**src/rtl/matrix_addr_sweep_gen.sv**
```systemverilog
// Multi-lane address sweeper: issues LANES consecutive addresses per beat from a
// runtime base over a runtime length, with backpressure, tail lane mask and wrap.
module matrix_addr_sweep_gen #(
  parameter int ADDR_W = 14,
  parameter int LANES  = 8,
  parameter int LEN_W  = 14
) (
  input  logic                      clk,
  input  logic                      reset,
  input  logic                      start,
  input  logic [ADDR_W-1:0]         cfg_base,
  input  logic [LEN_W-1:0]          cfg_len,
  input  logic                      ready,
  output logic                      valid,
  output logic [LANES*ADDR_W-1:0]   addr,
  output logic [LANES-1:0]          lane_valid,
  output logic                      busy,
  output logic                      done
);

  localparam int REM_W = LEN_W + 1;
  localparam logic [REM_W-1:0]  LANES_REM  = REM_W'(LANES);
  localparam logic [ADDR_W-1:0] LANES_ADDR = ADDR_W'(LANES);

  typedef enum logic [1:0] {
    ST_IDLE = 2'd0,
    ST_RUN  = 2'd1,
    ST_DONE = 2'd2
  } state_t;

  state_t             state_r, state_s;
  logic [ADDR_W-1:0]  cur_addr_r, cur_addr_s;
  logic [REM_W-1:0]   remaining_r, remaining_s;

  // State, current base address and remaining count registers
  always_ff @(posedge clk or posedge reset) begin
    if (reset) begin
      state_r     <= ST_IDLE;
      cur_addr_r  <= '0;
      remaining_r <= '0;
    end else begin
      state_r     <= state_s;
      cur_addr_r  <= cur_addr_s;
      remaining_r <= remaining_s;
    end
  end

  // Next-state logic; the final beat leaves cur_addr untouched so addr holds in DONE
  always_comb begin
    state_s     = state_r;
    cur_addr_s  = cur_addr_r;
    remaining_s = remaining_r;
    case (state_r)
      ST_IDLE, ST_DONE: begin
        if (start) begin
          cur_addr_s  = cfg_base;
          remaining_s = {1'b0, cfg_len};
          if (cfg_len == '0) begin
            state_s = ST_DONE;
          end else begin
            state_s = ST_RUN;
          end
        end else begin
          state_s = state_r;
        end
      end
      ST_RUN: begin
        if (ready) begin
          if (remaining_r <= LANES_REM) begin
            remaining_s = '0;
            state_s     = ST_DONE;
          end else begin
            remaining_s = remaining_r - LANES_REM;
            cur_addr_s  = cur_addr_r + LANES_ADDR;
          end
        end else begin
          state_s = ST_RUN;
        end
      end
      default: begin
        state_s = ST_IDLE;
      end
    endcase
  end

  // Lane address and mask decode from registered state only
  always_comb begin
    addr       = '0;
    lane_valid = '0;
    for (int i = 0; i < LANES; i++) begin
      if (state_r == ST_IDLE) begin
        addr[i*ADDR_W +: ADDR_W] = '0;
      end else begin
        addr[i*ADDR_W +: ADDR_W] = cur_addr_r + ADDR_W'(i);
      end
      if (state_r == ST_RUN) begin
        lane_valid[i] = (REM_W'(i) < remaining_r);
      end else begin
        lane_valid[i] = 1'b0;
      end
    end
  end

  assign valid = (state_r == ST_RUN);
  assign busy  = (state_r == ST_RUN);
  assign done  = (state_r == ST_DONE);

endmodule

```
**config.mk**
```make
export PLATFORM = sky130hd
export DESIGN_NAME = matrix_addr_sweep_gen
export DESIGN_NICKNAME = d
export VERILOG_FILES = /design/src/rtl/matrix_addr_sweep_gen.sv
export SDC_FILE = /design/constraint.sdc
export NUM_CORES = 1
export LEC_CHECK = 0
export ABC_AREA = 1
export BUFFER_PORTS_ARGS = -buffer_cell sky130_fd_sc_hd__buf_2
export CORE_AREA = 4 4 71 138
export CTS_BUF_LIST = sky130_fd_sc_hd__clkbuf_8
export DETAILED_ROUTE_END_ITERATION = 8
export DIE_AREA = 0 0 75 142
export GPL_ROUTABILITY_DRIVEN = 0
export PLACE_DENSITY = 0.78
export SYNTH_ARGS = -nofsm -noshare
export SYNTH_HDL_FRONTEND = slang
export SYNTH_SLANG_ARGS = --single-unit
```
**constraint.sdc**
```tcl
create_clock -name clk -period 1.85 [get_ports clk]
set_clock_uncertainty 0.15 [all_clocks]
set_input_delay 0.0925 -clock clk [delete_from_list [all_inputs] [get_ports clk]]
set_output_delay 0.0925 -clock clk [all_outputs]
set_load 0.05 [all_outputs]
```
==> summary.json, run 1 <==
{
  "global_routing": {
    "global_route.overflow_total": 1,
    "grt_start_max_net_pins": 33,
    "grt_first_pass_wirelength_um": 47200,
    "via_count_of_the_first_global_routing_pass": 7853,
    "gr-usage-all-layers": 0.594
  },
  "synthesis": {
    "cell_count_after_synthesis": 651,
    "top_area_cell_type_share_of_the_netlist_area": 0.194,
    "netlist.top_cell.by_area": "sky130_fd_sc_hd__dfrtp_1",
    "synth-warning-count": 0,
    "synthDistinctLibCells": 41,
    "mappedNetlistArea_um2": 3990,
    "syn-mean-instance-area_um2": 6.13,
    "netlist_top_cells_area": "sky130_fd_sc_hd__dfrtp_1 (19%), sky130_fd_sc_hd__nand2_1 (13%), sky130_fd_sc_hd__nor2_1 (8.6%)",
    "syn_nets": 696,
    "ys_ff_latch": 31,
    "synth.yosys.seq_area_share": 0.194
  },
  "clock_tree": {
    "cts_made_buffers": 5,
    "cts_buffer_depth": 2,
    "cts_h_tree_depth": 2,
    "clk_root_buffer_cell": "sky130_fd_sc_hd__clkbuf_8",
    "clkSinkCount": 31
  },
  "status": {
    "status": "stopped before the end",
    "haltStage": "global routing (5_1_grt)",
    "error": "[ERROR GRT-0116] Global routing finished with congestion. Check the congestion regions in the DRC Viewer."
  },
  "floorplanning": {
    "floorplan.die.width_um": 75,
    "floorplan.initialDensity": 0.458,
    "standard_cell_rows": 48,
    "chipHeight_um": 142,
    "ios": 155
  },
  "place": {
    "input_output_buffers": 154,
    "dp_worst_setup_slack_ps": -218,
    "postPlaceCellArea_um2": 6260,
    "dp_hpwl_um": 13700
  }
}
-- synthesized netlist by cell type (all sizes together) --
library cell and count:
a21oi 66, a22oi 6, or2 1, ha 13, o22a 1, buf 40, clkbuf 1, o21a 3
nor2 111, xor2 11, clkinv 1, and2 1, mux2i 2, nand3 25, a31oi 4, o21ai 39
o31ai 4, a211oi 4, nand4 8, o22ai 14, dfrtp 31, nor3 10, nand3b 1, nand2 154
inv 91, a21boi 1, o21bai 6, xnor2 2
-- logic make-up after synthesis --
| family | Yosys count | synth area share |
|---|---|---|
| compound gates | 148 | 0.212 |
| xor+xnor | 13 | 0.0285 |
| fa+ha+maj | 13 | 0.0407 |
| buf+inv | 133 | 0.165 |
| flops | 31 | 0.194 |
| mux | 2 | 0.00501 |
| simple gates | 311 | 0.355 |
-- layer usage --
layer,overflow,GRT usage
met1,0,0.609
met2,1,0.822
met3,0,0.339
met4,0,0.545
met5,0,0
-- repair_timing --
action,CTS
endpoints found under the hold margin,47
pin swaps,68
buffers inserted,37
hold buffers,17
cloned,3
gates resized for setup,377
endpoints found under the setup margin,113
-- metrics by stage --
stage          hold WS, ps  std cells
2_1_floorplan         45.9        651
3_3_place_gp          52.4        979
3_5_place_dp          53.2        979
4_1_cts               3.96       1042
==> inputs of run 2 (changes only) <==
- CORE_AREA: 4 4 71 138 -> 4 4 105 107
- CTS_BUF_LIST: sky130_fd_sc_hd__clkbuf_8 -> default
- DIE_AREA: 0 0 75 142 -> 0 0 109 111
- PLACE_DENSITY: 0.78 -> default
- PLACE_DENSITY_LB_ADDON: default -> 0.15
- clock period: 1.85 -> 2.4 ns (I/O delays scaled with it)
==> summary.json, run 2 <==
{
  "hold_path": {
    "hold_path.class": "in2reg",
    "min_path_cells": 3,
    "worst_hold_startpoint": "cfg_base[3]",
    "hold_path_end": "cur_addr_r[3]"
  },
  "sta": {
    "maxClockFrequency_mhz": 434,
    "timing.slew.headroom": 0.669,
    "worstMarginPinSlew_ps": 496,
    "time_the_final_worst_path_needs_with_i_o_delays_and_setup_ps": 2300,
    "timing.final.max_slew_violations": 0,
    "setup_violations": 0,
    "hold_violations": 0,
    "post-route-worst-setup-slack_ps": 98.0,
    "post_route_clock_period_utilization": 0.959
  },
  "global_routing": {
    "grt_first_pass_wirelength_um": 23300,
    "global_route.overflow_total": 0,
    "gr-usage-all-layers": 0.234,
    "via_count_of_the_first_global_routing_pass": 4634,
    "gr-usage-met3": 0.0285,
    "grt.met2_usage": 0.402,
    "initial_antenna_violation_count": 0,
    "use_met1": 0.309,
    "grt_busiest_layer": "met2",
    "grt_start_max_net_pins": 26
  },
  "synthesis": {
    "synth-edff-count": {"value": 0, "change": "unchanged"},
    "mappedNetlistArea": {"value": 3990, "unit": "um^2", "change": "unchanged"},
    "syn-mean-instance-area": {"value": 6.13, "unit": "um^2", "change": "unchanged"},
    "ys_ff_latch": {"value": 31, "change": "unchanged"},
    "netlist_top_cells_area": "sky130_fd_sc_hd__dfrtp_1 (19%), sky130_fd_sc_hd__nand2_1 (13%), sky130_fd_sc_hd__nor2_1 (8.6%)",
    "syn_nets": {"value": 696, "change": "unchanged"},
    "synth_common_cells": "sky130_fd_sc_hd__nand2_1 (141), sky130_fd_sc_hd__nor2_1 (92), sky130_fd_sc_hd__inv_1 (81)",
    "synth-warning-count": {"value": 0, "change": "unchanged"},
    "synth_ff_type": "sky130_fd_sc_hd__dfrtp_1",
    "netlist.top_cell.by_area": "sky130_fd_sc_hd__dfrtp_1",
    "synth.yosys.seq_area_share": {"value": 0.194, "change": "unchanged"},
    "top_area_cell_type_share_of_the_netlist_area": {"value": 0.194, "change": "unchanged"},
    "synth_async_sr_flop_share": {"value": 1.00, "change": "unchanged"},
    "cell_count_after_synthesis": {"value": 651, "change": "unchanged"},
    "synth_most_common_cell": "sky130_fd_sc_hd__nand2_1",
    "synthDistinctLibCells": {"value": 41, "change": "unchanged"}
  },
  "final_layout": {
    "largest_register_ff_count": 15,
    "antenna_cells_inserted": 0,
    "filler_cell_count": 1051,
    "stdcell_area_um2": 5330,
    "multi_input_comb_area_um2": 2720,
    "final_net_count": 860,
    "mostFrequentLayoutCell": "sky130_fd_sc_hd__nand2_1",
    "top_register": "remaining_r",
    "register_area_um2": 778,
    "mostFrequentLayoutCells": "sky130_fd_sc_hd__nand2_1 (140), sky130_fd_sc_hd__buf_2 (138), sky130_fd_sc_hd__nor2_1 (89), sky130_fd_sc_hd__inv_1 (75), sky130_fd_sc_hd__a21oi_1 (54)",
    "layout-drive-gt1-share": 0.350,
    "flow.area_growth_from_synthesis_pct": 33.4,
    "reg_top3": "remaining_r: 15 flops, cur_addr_r: 14 flops, state_r: 2 flops"
  },
  "clock_tree": {
    "cts_made_buffers": {"value": 5, "change": "unchanged"},
    "cts_tree": "built",
    "clk-insertion-delay-late_ps": 290,
    "cts_buffer_depth": {"value": 2, "change": "unchanged"},
    "clk_root_buffer_cell": "sky130_fd_sc_hd__clkbuf_8",
    "cts_h_tree_depth": {"value": 2, "change": "unchanged"},
    "clkSinkCount": {"value": 31, "change": "unchanged"},
    "clk_transition_reported_paths_ps": 70
  },
  "place": {
    "dp_worst_setup_slack": {"value": 254, "unit": "ps", "change": "+473 ps"},
    "input_output_buffers": {"value": 154, "change": "unchanged"},
    "dp_hpwl": {"value": 11400, "unit": "um", "change": "-17%"},
    "postPlaceCellArea": {"value": 4920, "unit": "um^2", "change": "-21%"}
  },
  "detailed_routing": {
    "number_of_antenna_violating_nets_in_the_routed_design": 0,
    "detailedRoute.firstPassIterationCount": 7,
    "routedWlPerCell_um": 14.9,
    "drc": 0,
    "detail_route.wirelength_um": 14200,
    "via_count": 4867,
    "vias_per_cell": 5.11,
    "detailedRoute.firstIterationViolations": 399
  },
  "setup_path": {
    "cp_data_required_time_ps": 2130,
    "critPathMaxFanout": 8,
    "critPathKind": "reg2out",
    "worstRegToRegCells": 9,
    "crit_path_end_kind": "primary output",
    "timing.critical_path.cells": "nand2_4, nor2_4, inv_1, o21ai_1, a21oi_1, buf_2",
    "critical_path.startpoint_type": "register",
    "critical_path.startpoint": "cur_addr_r[6]",
    "worstPathArrival_ps": 2030,
    "critical_path.top_delay_family": "flip-flops",
    "worstPathBufferInverterCount": 2,
    "crit_slowest_cell": "sky130_fd_sc_hd__dfrtp_1",
    "ff2ff_setup_slack_ps": 480,
    "crit-reg2reg-launch": "state_r[0]",
    "critPathMaxStageDelay_ps": 490,
    "worst_r2r_endpoint": "cur_addr_r[9]"
  },
  "run": {
    "drv_cap": 0
  },
  "floorplanning": {
    "floorplan.initialDensity": {"value": 0.394, "change": "-0.0647"},
    "standard_cell_rows": {"value": 37, "change": "-23%"},
    "ios": {"value": 155, "change": "unchanged"},
    "chipHeight": {"value": 111, "unit": "um", "change": "-22%"},
    "floorplan.die.width": {"value": 109, "unit": "um", "change": "+45%"},
    "core_um2": 10100,
    "die_area_um2": 12100
  },
  "status": {
    "status": "finished, final reports clean"
  }
}
## run 2: cell counts after synthesis
No cell type changed its count.
## run 2: logic make-up (layout without fill, tap and decap cells)
family,count (synthesis),after routing,synth area share
buf+inv,133,298,0.165
fa+ha+maj,13,13,0.0407
xor+xnor,13,13,0.0285
simple gates,311,311,0.355
mux,2,2,0.00501
flops,31,31,0.194
compound gates,148,148,0.212
## run 2: tightest hold or removal path: cells and delay by family
kind | cells | cell delay, ps
compound gates | 2 | 240
buf+inv | 1 | 90
## run 2: timing repair
item	CTS	global route
buffers inserted	0	3
resized for setup	7	40
pin swaps	0	2
hold buffers	16	0
endpoints found under the setup margin	9	41
hold endpoints to repair	26	0
## run 2: routing by layer
metal | routed length [um] | up-vias
met1 | 6050 | 2232
met4 | 189 | 0
li1 | - | 2414
met5 | 0 | -
met3 | 1060 | 17
met2 | 6920 | 204
## run 2: cell type report
type / count / area share
clock buffers: 6 / 0.0155
clock inverters: 2 / 0.00658
inverters: 92 / 0.0660
multi-input cells: 487 / 0.511
flip-flops and latches: 31 / 0.146
well taps: 136 / 0.0319
repair buffers: 198 / 0.222
## run 2: metrics by stage
stage | utilization | setup TNS, ps | hold slack (ps) | std cells
2_1_floorplan | - | -1750 | 73.5 | 651
3_3_place_gp | 0.485 | 0 | 19.6 | 925
3_5_place_dp | 0.485 | 0 | 20.0 | 925
4_1_cts | 0.514 | 0 | 33.0 | 949
5_1_grt | 0.525 | -15.0 | 85.1 | 952
6_report | 0.525 | 0 | 34.9 | 952
## run 2: worst max path at each step
stage | cells past startpoint | to
2_1_floorplan | 5 | addr[101]
3_3_place_gp | 9 | addr[92]
3_5_place_dp | 10 | addr[111]
4_1_cts | 9 | addr[34]
5_1_grt | 10 | addr[80]
6_report | 6 | addr[50]
Power of run 2 is not shown: default switching activity piles up to over one toggle a cycle in this logic, so the estimate is an artifact.
==> inputs of run 3 (changes only) <==
- RECOVER_POWER: default -> 50
- clock period: 2.4 -> 2.06 ns (I/O delays scaled with it)
==> summary.json, run 3 (synthesis gave the netlist of run 2 again) <==
{
  "global_routing": {
    "gr-usage-all-layers": {"value": 0.266, "change": "+0.0321"},
    "initial_antenna_violation_count": {"value": 0, "change": "unchanged"},
    "global_route.overflow_total": {"value": 0, "change": "unchanged"},
    "grt_first_pass_wirelength": {"value": 26300, "unit": "um", "change": "+13%"},
    "grt_start_max_net_pins": {"value": 21, "change": "-19%"},
    "via_count_of_the_first_global_routing_pass": {"value": 5341, "change": "+15%"}
  },
  "run": {
    "drv_cap": {"value": 0, "change": "unchanged"}
  },
  "sta": {
    "worstMarginPinSlew": {"value": 752, "unit": "ps", "change": "+255 ps"},
    "timing.slew.headroom": {"value": 0.499, "change": "-0.170"},
    "time_the_final_worst_path_needs_with_i_o_delays_and_setup_ps": 2160,
    "post_route_clock_period_utilization": 1.05,
    "maxClockFrequency_mhz": 463,
    "timing.final.max_slew_violations": {"value": 0, "change": "unchanged"},
    "rsz0062_at_grt": "yes",
    "setup_violations": {"value": 30, "change": "+30"},
    "hold_violations": {"value": 0, "change": "unchanged"},
    "post-route-worst-setup-slack": {"value": -102, "unit": "ps", "change": "-200 ps"}
  },
  "setup_path": {
    "critPathMaxFanout": {"value": 6, "change": "-2"},
    "worstPathArrival": {"value": 1910, "unit": "ps", "change": "-120 ps"},
    "crit-reg2reg-launch": "state_r[0]",
    "worst_r2r_endpoint": "cur_addr_r[9]",
    "critPathMaxStageDelay": {"value": 420, "unit": "ps", "change": "-70 ps"},
    "crit_path_end_kind": "primary output",
    "critical_path.startpoint_type": "register",
    "timing.critical_path.cells": "buf_6, ha_2, buf_4, nand2_1, inv_1, nand2_1, nor2_2, o22ai_1, inv_1, buf_6",
    "ff2ff_setup_slack": {"value": 70, "unit": "ps", "change": "-410 ps"},
    "worstPathBufferInverterCount": {"value": 5, "change": "+3"},
    "cp_data_required_time": {"value": 1810, "unit": "ps", "change": "-320 ps"},
    "critical_path.top_delay_family": "buffers and inverters",
    "worstRegToRegCells": {"value": 7, "change": "-2"},
    "critPathKind": "reg2out",
    "crit_slowest_cell": "sky130_fd_sc_hd__dfrtp_2"
  },
  "status": {
    "failed_checks": "negative setup slack",
    "status": "complete, but fails checks"
  },
  "clock_tree": {
    "clkSinkCount": {"value": 31, "change": "unchanged"},
    "cts_h_tree_depth": {"value": 2, "change": "unchanged"},
    "cts_tree": "built",
    "clk_root_buffer_cell": "sky130_fd_sc_hd__clkbuf_8",
    "clk-insertion-delay-late": {"value": 290, "unit": "ps", "change": "about the same"},
    "cts_buffer_depth": {"value": 2, "change": "unchanged"},
    "clk_transition_reported_paths": {"value": 70, "unit": "ps", "change": "about the same"},
    "cts_made_buffers": {"value": 5, "change": "unchanged"}
  },
  "detailed_routing": {
    "via_count": {"value": 5411, "change": "+11%"},
    "vias_per_cell": {"value": 5.24, "change": "+2.6%"},
    "routedWlPerCell": {"value": 16.3, "unit": "um", "change": "+8.9%"},
    "drc": {"value": 0, "change": "unchanged"},
    "detail_route.wirelength": {"value": 16800, "unit": "um", "change": "+18%"},
    "detailedRoute.firstPassIterationCount": {"value": 5, "change": "-2"},
    "detailedRoute.firstIterationViolations": {"value": 370, "change": "-7.3%"},
    "number_of_antenna_violating_nets_in_the_routed_design": {"value": 0, "change": "unchanged"}
  },
  "place": {
    "dp_hpwl": {"value": 12100, "unit": "um", "change": "+6.7%"},
    "placed_cells_incl_taps": {"value": 974, "change": "+5.3%"},
    "input_output_buffers": {"value": 154, "change": "unchanged"},
    "dp_worst_setup_slack": {"value": 23.9, "unit": "ps", "change": "-230 ps"}
  },
  "final_layout": {
    "mostFrequentLayoutCells": "sky130_fd_sc_hd__nand2_1 (122), sky130_fd_sc_hd__buf_4 (103), sky130_fd_sc_hd__buf_2 (78), sky130_fd_sc_hd__buf_6 (70), sky130_fd_sc_hd__inv_1 (68)",
    "filler_cell_count": {"value": 844, "change": "-20%"},
    "top_register": "remaining_r",
    "layout-drive-gt1-share": {"value": 0.542, "change": "+0.192"},
    "register_area": {"value": 786, "unit": "um^2", "change": "+0.96%"},
    "post-route-util": {"value": 0.695, "change": "+0.170"},
    "multi_input_comb_area": {"value": 3360, "unit": "um^2", "change": "+24%"},
    "largest_register_ff_count": {"value": 15, "change": "unchanged"},
    "mostFrequentLayoutCell": "sky130_fd_sc_hd__nand2_1",
    "final_net_count": {"value": 940, "change": "+9.3%"},
    "flow.area_growth_from_synthesis_pct": 76.5,
    "antenna_cells_inserted": {"value": 0, "change": "unchanged"},
    "fin_cells": {"value": 1032, "change": "+8.4%"},
    "reg_top3": "remaining_r: 15 flops, cur_addr_r: 14 flops, state_r: 2 flops"
  },
  "floorplanning": {
    "standard_cell_rows": {"value": 37, "change": "unchanged"},
    "floorplan.die.width": {"value": 109, "unit": "um", "change": "unchanged"},
    "core": {"value": 10100, "unit": "um^2", "change": "unchanged"},
    "chipHeight": {"value": 111, "unit": "um", "change": "unchanged"},
    "die_area": {"value": 12100, "unit": "um^2", "change": "unchanged"},
    "ios": {"value": 155, "change": "unchanged"},
    "floorplan.initialDensity": {"value": 0.394, "change": "unchanged"}
  },
  "hold_path": {
    "hold_path_end": "cur_addr_r[8]",
    "min_path_cells": {"value": 5, "change": "+2"},
    "worst_hold_startpoint": "cfg_base[8]",
    "hold_path.class": "in2reg"
  }
}
run 3: worst reg2reg max path, stage by stage, from the launching register on:
cell and delay (ps):
sky130_fd_sc_hd__dfrtp_2 440, sky130_fd_sc_hd__inv_1 150, sky130_fd_sc_hd__nand2_1 270, sky130_fd_sc_hd__nand2_2 400, sky130_fd_sc_hd__nand2_4 210, sky130_fd_sc_hd__inv_2 180, sky130_fd_sc_hd__nand2_1 70, sky130_fd_sc_hd__nand2_1 60
run 3: area by class of cell:
| cell class | count | area share |
|---|---|---|
| inverter | 92 | 0.0527 |
| timing repair buffer | 278 | 0.317 |
| multi-input combinational | 487 | 0.478 |
| sequential | 31 | 0.112 |
| clock buffer | 6 | 0.0117 |
| tap | 136 | 0.0242 |
| clock inverter | 2 | 0.00497 |
run 3: worst max path at each step:
stage / start / end / slack, ps / cells after the start
floorplan: cur_addr_r[2] / addr[20] / -380 / 7
global placement: cur_addr_r[5] / addr[22] / 90 / 6
detailed placement: cur_addr_r[2] / addr[111] / 20 / 11
CTS: cur_addr_r[2] / addr[94] / -70 / 10
global route: cur_addr_r[1] / addr[26] / -200 / 10
finish: cur_addr_r[1] / addr[26] / -100 / 10
run 3: routing by layer:
layer / up-vias / track usage / part of all wire
met5: - / 0 / 0
met4: 0 / 0.0926 / 0.034
met3: 50 / 0.0297 / 0.062
met2: 233 / 0.464 / 0.50
met1: 2547 / 0.333 / 0.40
li1: 2581 / - / -
run 3: timing repair:
action / in CTS / in global routing
endpoints found under the hold margin: 23 / 0
cloned: 1 / 0
setup buffers: 22 / 13
gates resized for setup: 198 / 97
hold buffers: 14 / 0
pin swaps: 28 / 19
setup endpoints to repair: 80 / 85
run 3: through the flow:
step / hold WS [ps] / setup TNS, ps / area (um^2)
after floorplan: 56.4 / -2590 / 4380
after global placement: -6.69 / 0 / 5590
after detailed placement: 13.9 / 0 / 5590
after CTS: 3.54 / -522 / 6670
after global routing: 25.5 / -5960 / 7050
final: 19.1 / -1420 / 7050
Power of run 3 is left out for the same reason.
==> inputs of run 4 (changes only) <==
- CELL_PAD_IN_SITES_DETAIL_PLACEMENT: default -> 2
- CELL_PAD_IN_SITES_GLOBAL_PLACEMENT: default -> 2
- CORE_AREA: 4 4 105 107 -> 4 4 137 139
- DIE_AREA: 0 0 109 111 -> 0 0 141 143
==> summary.json, run 4 (synthesis gave the netlist of run 2 again) <==
{
  "final_layout": {
    "post-route-util": {"value": 0.438, "change": "-0.257"},
    "reg_top3": "remaining_r: 15 flops, cur_addr_r: 14 flops, state_r: 2 flops",
    "register_area": {"value": 785, "unit": "um^2", "change": "-0.16%"},
    "flow.area_growth_from_synthesis_pct": 93.7,
    "mostFrequentLayoutCell": "sky130_fd_sc_hd__nand2_1",
    "mostFrequentLayoutCells": "sky130_fd_sc_hd__nand2_1 (111), sky130_fd_sc_hd__buf_6 (97), sky130_fd_sc_hd__buf_4 (91), sky130_fd_sc_hd__inv_1 (62), sky130_fd_sc_hd__buf_2 (62)",
    "final_net_count": {"value": 950, "change": "+1.1%"},
    "largest_register_ff_count": {"value": 15, "change": "unchanged"},
    "top_register": "remaining_r",
    "multi_input_comb_area": {"value": 3660, "unit": "um^2", "change": "+8.9%"},
    "antenna_cells_inserted": {"value": 0, "change": "unchanged"},
    "filler_cell_count": {"value": 1990, "change": "+140%"},
    "layout-drive-gt1-share": {"value": 0.587, "change": "+0.0448"}
  },
  "floorplanning": {
    "floorplan.die.width": {"value": 141, "unit": "um", "change": "+29%"},
    "chipHeight": {"value": 143, "unit": "um", "change": "+29%"},
    "core": {"value": 17700, "unit": "um^2", "change": "+74%"},
    "ios": {"value": 155, "change": "unchanged"},
    "floorplan.initialDensity": {"value": 0.226, "change": "-0.168"},
    "die_area": {"value": 20200, "unit": "um^2", "change": "+67%"},
    "standard_cell_rows": {"value": 49, "change": "+32%"}
  },
  "clock_tree": {
    "cts_tree": "built",
    "cts_made_buffers": {"value": 5, "change": "unchanged"},
    "clk-insertion-delay-late": {"value": 280, "unit": "ps", "change": "about the same"},
    "clkSinkCount": {"value": 31, "change": "unchanged"},
    "clk_transition_reported_paths": {"value": 60, "unit": "ps", "change": "about the same"},
    "cts_buffer_depth": {"value": 2, "change": "unchanged"},
    "cts_h_tree_depth": {"value": 2, "change": "unchanged"},
    "clk_root_buffer_cell": "sky130_fd_sc_hd__clkbuf_16"
  },
  "detailed_routing": {
    "detail_route.wirelength": {"value": 26500, "unit": "um", "change": "+58%"},
    "routedWlPerCell": {"value": 23.4, "unit": "um", "change": "+44%"},
    "number_of_antenna_violating_nets_in_the_routed_design": {"value": 0, "change": "unchanged"},
    "vias_per_cell": {"value": 5.02, "change": "-4.3%"},
    "drc": {"value": 0, "change": "unchanged"},
    "detailedRoute.firstPassIterationCount": {"value": 4, "change": "-1"},
    "via_count": {"value": 5694, "change": "+5.2%"},
    "detailedRoute.firstIterationViolations": {"value": 210, "change": "-43%"}
  },
  "global_routing": {
    "grt_busiest_layer": "met2",
    "via_count_of_the_first_global_routing_pass": {"value": 5926, "change": "+11%"},
    "initial_antenna_violation_count": {"value": 0, "change": "unchanged"},
    "grt_first_pass_wirelength": {"value": 33400, "unit": "um", "change": "+27%"},
    "use_met1": {"value": 0.249, "change": "-0.0846"},
    "grt_start_max_net_pins": {"value": 22, "change": "+4.8%"},
    "gr-usage-all-layers": {"value": 0.207, "change": "-0.0591"},
    "global_route.overflow_total": {"value": 0, "change": "unchanged"},
    "grt.met2_usage": {"value": 0.395, "change": "-0.0695"},
    "gr-usage-met3": {"value": 0.0224, "change": "-0.00726"}
  },
  "hold_path": {
    "hold_path.class": "in2reg"
  },
  "setup_path": {
    "critical_path.startpoint": "cur_addr_r[2]",
    "crit_path_end_kind": "primary output",
    "worstPathArrival": {"value": 2020, "unit": "ps", "change": "+110 ps"},
    "critical_path.startpoint_type": "register",
    "critPathKind": "reg2out",
    "worstRegToRegCells": {"value": 7, "change": "unchanged"},
    "ff2ff_setup_slack": {"value": 90, "unit": "ps", "change": "+20 ps"},
    "timing.critical_path.to": "addr[105]",
    "critPathMaxFanout": {"value": 4, "change": "-2"},
    "cp_data_required_time": {"value": 1810, "unit": "ps", "change": "about the same"},
    "crit-reg2reg-launch": "state_r[0]",
    "worst_r2r_endpoint": "cur_addr_r[8]"
  },
  "sta": {
    "setup_violations": {"value": 54, "change": "+80%"},
    "worstMarginPinSlew": {"value": 601, "unit": "ps", "change": "-150 ps"},
    "hold_violations": {"value": 0, "change": "unchanged"},
    "time_the_final_worst_path_needs_with_i_o_delays_and_setup": {"value": 2280, "unit": "ps", "change": "+113 ps"},
    "post_route_clock_period_utilization": {"value": 1.10, "change": "+0.0550"},
    "rsz0062_at_grt": "yes",
    "timing.slew.headroom": {"value": 0.599, "change": "+0.0998"},
    "maxClockFrequency": {"value": 439, "unit": "MHz", "change": "-5.0%"},
    "post-route-worst-setup-slack": {"value": -215, "unit": "ps", "change": "-113 ps"},
    "timing.final.max_slew_violations": {"value": 0, "change": "unchanged"}
  },
  "status": {
    "failed_checks": "negative setup slack",
    "status": "complete, but fails checks"
  },
  "place": {
    "input_output_buffers": {"value": 154, "change": "unchanged"},
    "dp_worst_setup_slack": {"value": -80.7, "unit": "ps", "change": "-105 ps"},
    "dp_hpwl": {"value": 16300, "unit": "um", "change": "+35%"}
  },
  "run": {
    "drv_cap": {"value": 0, "change": "unchanged"}
  }
}
[run 4: cell types whose count changed in the layout (fill, tap and decap cells not counted), sizes merged]
| cell | delta |
|---|---|
| buf | +4 |
| bufinv | -1 |
| clkbuf | +8 |
| clkinvlp | +1 |
| dlygate4sd3 | -1 |
| inv | -1 |
[run 4: cell type report]
class / count / area share
Clock buffer: 7 / 0.0172
Clock inverter: 1 / 0.000647
Inverter: 92 / 0.0502
Multi-Input combinational cell: 487 / 0.474
Sequential cell: 31 / 0.101
Tap cell: 229 / 0.0371
Timing Repair Buffer: 288 / 0.320
[run 4: how the worst min path moves through the flow]
stage	start	end	slack, ps	cells after the start
6_report	cfg_base[10]	cur_addr_r[10]	40	5
5_1_grt	cfg_base[10]	cur_addr_r[10]	70	5
4_1_cts	cfg_base[12]	cur_addr_r[12]	9	5
3_5_place_dp	reset	cur_addr_r[9]	60	2
3_3_place_gp	reset	cur_addr_r[13]	70	2
2_1_floorplan	reset	cur_addr_r[0]	60	1
[run 4: worst max-delay path: stages, from the launching register on]
cell and delay [ps]:
sky130_fd_sc_hd__dfrtp_1 400, sky130_fd_sc_hd__inv_2 120, sky130_fd_sc_hd__buf_4 170, sky130_fd_sc_hd__ha_4 170, sky130_fd_sc_hd__a21oi_4 80, sky130_fd_sc_hd__buf_4 140, sky130_fd_sc_hd__o31ai_1 370, sky130_fd_sc_hd__nor2_2 110
sky130_fd_sc_hd__buf_6 170
[run 4: what timing repair did]
action	in CTS	in global routing
pin swaps	26	41
cloned	1	0
hold buffers	13	0
resized for setup	226	173
endpoints found under the setup margin	84	94
hold endpoints to repair	25	0
setup buffers	18	29
[run 4: through the flow]
step | TNS (ps) | instances | hold WS [ps] | area [um^2]
6_report | -4820 | 1135 | 43.0 | 7730
5_1_grt | -9890 | 1135 | 68.8 | 7730
4_1_cts | -774 | 1106 | 9.24 | 6910
3_5_place_dp | -259 | 1066 | 63.2 | 5730
3_3_place_gp | 0 | 1066 | 66.4 | 5730
2_1_floorplan | -2590 | 651 | 56.4 | 4380
[run 4: routing by layer]
layer	part of all wire	vias up	wire, um
met4	0.030	0	799
met3	0.040	57	1050
met5	0	-	0
li1	-	2594	-
met2	0.52	184	13900
met1	0.41	2859	10800
Power of run 4 is left out for the same reason.
